<file path="src/rtl/act_func_lut_requester.sv">
// act_func_lut_requester: maps signed MAC accumulators to activation-ROM
// addresses, captures the ROM output and presents it downstream with a
// neuron index and an end-of-layer pulse.
module act_func_lut_requester #(
  parameter int ACC_WIDTH   = 26,
  parameter int FRAC_SHIFT  = 0,
  parameter int NUM_NEURONS = 32,
  parameter int IDX_WIDTH   = 5
) (
  input  logic                 clk,
  input  logic                 rst,
  input  logic                 in_valid,
  input  logic [ACC_WIDTH-1:0] in_acc,
  output logic                 in_ready,
  output logic [10:0]          lut_addr,
  input  logic [7:0]           lut_q,
  output logic                 out_valid,
  output logic [7:0]           out_data,
  input  logic                 out_ready,
  output logic [IDX_WIDTH-1:0] neuron_idx,
  output logic                 done
);

  typedef enum logic [1:0] {
    IDLE    = 2'd0,
    ISSUE   = 2'd1,
    CAPTURE = 2'd2,
    HOLD    = 2'd3
  } state_t;

  localparam logic signed [ACC_WIDTH-1:0] SAT_HI   = ACC_WIDTH'(1023);
  localparam logic signed [ACC_WIDTH-1:0] SAT_LO   = ACC_WIDTH'(-1024);
  localparam logic [IDX_WIDTH-1:0]        LAST_IDX = IDX_WIDTH'(NUM_NEURONS - 1);

  state_t state, state_next;

  logic signed [ACC_WIDTH-1:0] acc_shifted;
  logic signed [10:0]          acc_sat;
  logic [10:0]                 addr_mapped;
  logic                        accept;
  logic                        take;

  assign accept = in_valid && in_ready;
  assign take   = (state == HOLD) && out_ready;

  // Ready only while idle; forced low during reset so nothing is accepted.
  assign in_ready = (state == IDLE) && !rst;

  // Scale, saturate to the signed 11-bit range and convert to offset binary.
  always_comb begin
    acc_shifted = $signed(in_acc) >>> FRAC_SHIFT;
    if (acc_shifted > SAT_HI) begin
      acc_sat = 11'sd1023;
    end else if (acc_shifted < SAT_LO) begin
      acc_sat = -11'sd1024;
    end else begin
      acc_sat = acc_shifted[10:0];
    end
    addr_mapped = {~acc_sat[10], acc_sat[9:0]};
  end

  // State register.
  always_ff @(posedge clk or posedge rst) begin
    // NOTE: sequential state uses non-blocking assignments so every register
    // samples pre-edge values regardless of block ordering.
    if (rst) begin
      state <= IDLE;
    end else begin
      state <= state_next;
    end
  end

  // Next-state logic: one ROM read per acceptance, then wait for downstream.
  always_comb begin
    // NOTE: default assigned first so no path leaves state_next unassigned,
    // which would otherwise infer a latch.
    state_next = state;
    unique case (state)
      IDLE:    if (accept) state_next = ISSUE;
      ISSUE:   state_next = CAPTURE;
      CAPTURE: state_next = HOLD;
      HOLD:    if (out_ready) state_next = IDLE;
      default: state_next = IDLE;
    endcase
  end

  // Datapath registers: address, captured result, index and layer pulse.
  always_ff @(posedge clk or posedge rst) begin
    if (rst) begin
      lut_addr   <= 11'h000;
      out_valid  <= 1'b0;
      out_data   <= 8'h00;
      neuron_idx <= '0;
      done       <= 1'b0;
    end else begin
      done <= 1'b0;
      if ((state == IDLE) && accept) begin
        lut_addr <= addr_mapped;
      end
      if (state == CAPTURE) begin
        out_data  <= lut_q;
        out_valid <= 1'b1;
      end
      if (take) begin
        out_valid <= 1'b0;
        if (neuron_idx == LAST_IDX) begin
          neuron_idx <= '0;
          done       <= 1'b1;
        end else begin
          neuron_idx <= neuron_idx + IDX_WIDTH'(1);
        end
      end
    end
  end

endmodule

</file>
<file path="config.mk">
export PLATFORM = sky130hd
export DESIGN_NAME = act_func_lut_requester
export DESIGN_NICKNAME = d
export VERILOG_FILES = /design/src/rtl/act_func_lut_requester.sv
export SDC_FILE = /design/constraint.sdc
export NUM_CORES = 1
export LEC_CHECK = 0
export CAP_MARGIN = 20
export CORE_MARGIN = 2
export CORE_UTILIZATION = 43
export CTS_BUF_LIST = sky130_fd_sc_hd__clkbuf_8
export CTS_CLUSTER_SIZE = 28
export DETAILED_ROUTE_END_ITERATION = 10
export GPL_TIMING_DRIVEN = 0
export PLACE_DENSITY_LB_ADDON = 0.3
export SYNTH_ARGS = -nofsm -noshare
export SYNTH_HDL_FRONTEND = slang
export SYNTH_SLANG_ARGS = --single-unit
</file>
<file path="constraint.sdc">
create_clock -name clk -period 3.18 [get_ports clk]
set_input_delay 0.318 -clock clk [delete_from_list [all_inputs] [get_ports clk]]
set_output_delay 0.318 -clock clk [all_outputs]
set_load 0.1 [all_outputs]
</file>
==> results_dict.tcl <==
set metrics [dict create \
    grtUsageTotal 0.189 \
    multi_input_area_sq_um 502 \
    cts_sinks 28 \
    status "finished clean" \
    relSlewSlack 0.337 \
    synth_edf_count 0 \
    cap_violations 0 \
    cts_made_buffers 3 \
    r2r-end "lut_addr[7]" \
    r2r_start "state[0]" \
    setup_viol 0 \
    grt_pass1_wl_microns 4910 \
    hp-class "input pin to async pin" \
    r2r_slack_ns 1.28 \
    cp.arrival_ns 2.29 \
    grt_pass1_vias 1131 \
    vias_per_cell 5.61 \
    ys_warn_count 0 \
    vias 1082 \
    slew_violations 0 \
    cp_max_fo 3 \
    synth_seq_cells 28 \
    required_ns 2.86 \
    hold_violations 0 \
    num-fill-cells 191 \
    critPathCaptureType "output pin" \
    place_congestion 0.716 \
    synthCells 93 \
    netlist-cell-type-count 28 \
    first_pass_iters 5 \
    post-dp-hpwl_microns 2390 \
    clock_path_buffers 2 \
    tightest_slew_ns 0.991 \
    synthesis.area_sq_um 1230 \
    syn_area_per_cell_sq_um 13.3 \
    cp-start-kind "flop" \
    rr_worst_depth 7 \
    cts_setup_buffers 0 \
    seq_area_frac_synth 0.569 \
    overflow 0 \
    dieArea_sq_um 3310 \
    drive_gt1_frac 0.130 \
    cts_hold_buf 0 \
    fmax_mhz 384 \
    worst_path_max_delay_cell "clkdlybuf4s50_1" \
    cp-endpoint "in_ready" \
    syn_to_final_growth_pct 61.8 \
    wl_microns 3080 \
    antenna_cells 0 \
    route.detailed.drc 0 \
    wire_per_inst_microns 15.9 \
    portBuffers 64 \
    antenna_found_initial 0 \
    cts-htree-levels 1 \
    ant_nets 0 \
    regArea_sq_um 701 \
    fin_crit_ns 2.60 \
    path_cells "inv_1 -> ha_1 -> nor2b_1 -> clkdlybuf4s50_1" \
    cpPeakStageDelay_ns 1.16 \
    clk_latency_ns 0.27 \
    path_class "flop to output pin" \
    finalCritPeriodShare 0.819 \
    die-height_microns 57.5 \
    rsz0062_at_grt "no" \
    grt_max_degree 29 \
    synth_nets 136 \
    drtIter0Drc 40 \
    die_w_microns 57.5 \
    num_io_pins 65 \
    async_flop_share 1.00 \
    cts-root-buf "clkbuf_8" \
    coreArea_sq_um 2730 \
    cts_tree "built" \
    initial_core_util 0.451 \
    fin_nets 206 \
    startpoint "state[0]" \
    cts_resized 0 \
    ys.flop_type "dfrtp_1" \
    clk_pin_slew_ns 0.08 \
    tns_ns 0 \
    skew_ns 0.00646 \
    rows 19 \
]
-- sequential cells by signal, summed over array words and instances (netlist names) --
| register | cells |
|---|---|
| state | 2 |
| out_data | 8 |
| lut_addr | 11 |
| done | 1 |
| out_valid | 1 |
| neuron_idx | 5 |
-- how the worst min path moves through the flow --
| stage | startpoint | to | slack, ns | depth (start not counted) |
|---|---|---|---|---|
| 3_5_place_dp | out_valid | out_valid | 0.47 | 1 |
| 3_3_place_gp | out_valid | out_valid | 0.46 | 1 |
| 2_1_floorplan | rst | done | 0.38 | 1 |
| 5_1_grt | rst | done | 0.31 | 2 |
| 6_report | rst | done | 0.31 | 2 |
| 4_1_cts | out_valid | out_valid | 0.49 | 1 |
-- synth_stat cells, drive strengths merged, types with 2 or more instances --
cell | n | area, sq um
nor2 | 2 | 10.0
nor3 | 3 | 15.0
a221o | 10 | 101
nand4 | 3 | 18.8
and3 | 2 | 12.5
mux2 | 11 | 124
nor4 | 3 | 25.0
nand2 | 4 | 15.0
clkbuf | 2 | 7.51
ha | 5 | 62.6
a21oi | 2 | 10.0
inv | 3 | 11.3
nand3 | 2 | 10.0
dfrtp | 28 | 701
o21ai | 2 | 10.0
nor2b | 2 | 12.5
-- logic make-up (layout without fill, tap and decap cells) --
kind of cell / after synthesis / count (layout) / share of synthesized area
DFF: 28 / 28 / 0.569
AOI/OAI and AO/OA: 20 / 20 / 0.142
adders and majority gates: 5 / 5 / 0.0508
muxes: 12 / 12 / 0.109
buffers and inverters: 6 / 75 / 0.0244
and+or+nand+nor: 22 / 22 / 0.106
-- area by class of cell --
type                            count  area share
Buffer                              3     0.00941
Tap cell                           31      0.0194
Clock buffer                        4      0.0276
Sequential cell                    28       0.351
Multi-Input combinational cell     59       0.252
Inverter                            3     0.00565
Timing Repair Buffer               65       0.335
-- layer usage --
layer | share of wire | track usage | wire, microns
met1 | 0.37 | 0.214 | 1150
met2 | 0.53 | 0.356 | 1630
met3 | 0.091 | 0.0385 | 279
met4 | 0.0065 | 0.0498 | 20
met5 | 0 | 0 | 0
-- worst max-delay path, delay by kind of cell, from the launching register on --
family / cells / cell delay [ns]
buffers and inverters: 2 / 1.25
and+or+nand+nor: 1 / 0.19
adders and majority gates: 1 / 0.19
DFF: 1 / 0.40
-- layout by cell type (no fill, tap or decap), types with 2 or more instances in the layout --
| master | synthesis | layout |
|---|---|---|
| nor3_1 | 3 | 3 |
| nor4_1 | 2 | 2 |
| nand3_1 | 2 | 2 |
| clkbuf_1 | 2 | 2 |
| clkdlybuf4s50_1 | 0 | 64 |
| dfrtp_1 | 28 | 28 |
| nand4_1 | 3 | 3 |
| ha_1 | 5 | 5 |
| a221o_1 | 9 | 9 |
| clkbuf_8 | 0 | 4 |
| a21oi_1 | 2 | 2 |
| nor2b_1 | 2 | 2 |
| nand2_1 | 4 | 4 |
| inv_1 | 3 | 3 |
| mux2_2 | 11 | 11 |
| and3_1 | 2 | 2 |
| o21ai_0 | 2 | 2 |
-- metrics by stage --
| step | hold WS (ns) | area (sq um) | util | setup WS (ns) | std cells |
|---|---|---|---|---|---|
| floorplan | 0.383 | 1230 | - | 0.0152 | 93 |
| global route | 0.314 | 1990 | 0.730 | 0.451 | 193 |
| global placement | 0.464 | 1910 | 0.699 | 0.832 | 188 |
| detailed placement | 0.467 | 1910 | 0.699 | 0.805 | 188 |
| finish | 0.305 | 1990 | 0.730 | 0.577 | 193 |
| CTS | 0.488 | 1970 | 0.719 | 0.566 | 192 |
Power is left out: the tool's default activity adds up to more than one toggle a clock period on the data nets, which glitch-free logic cannot reach.
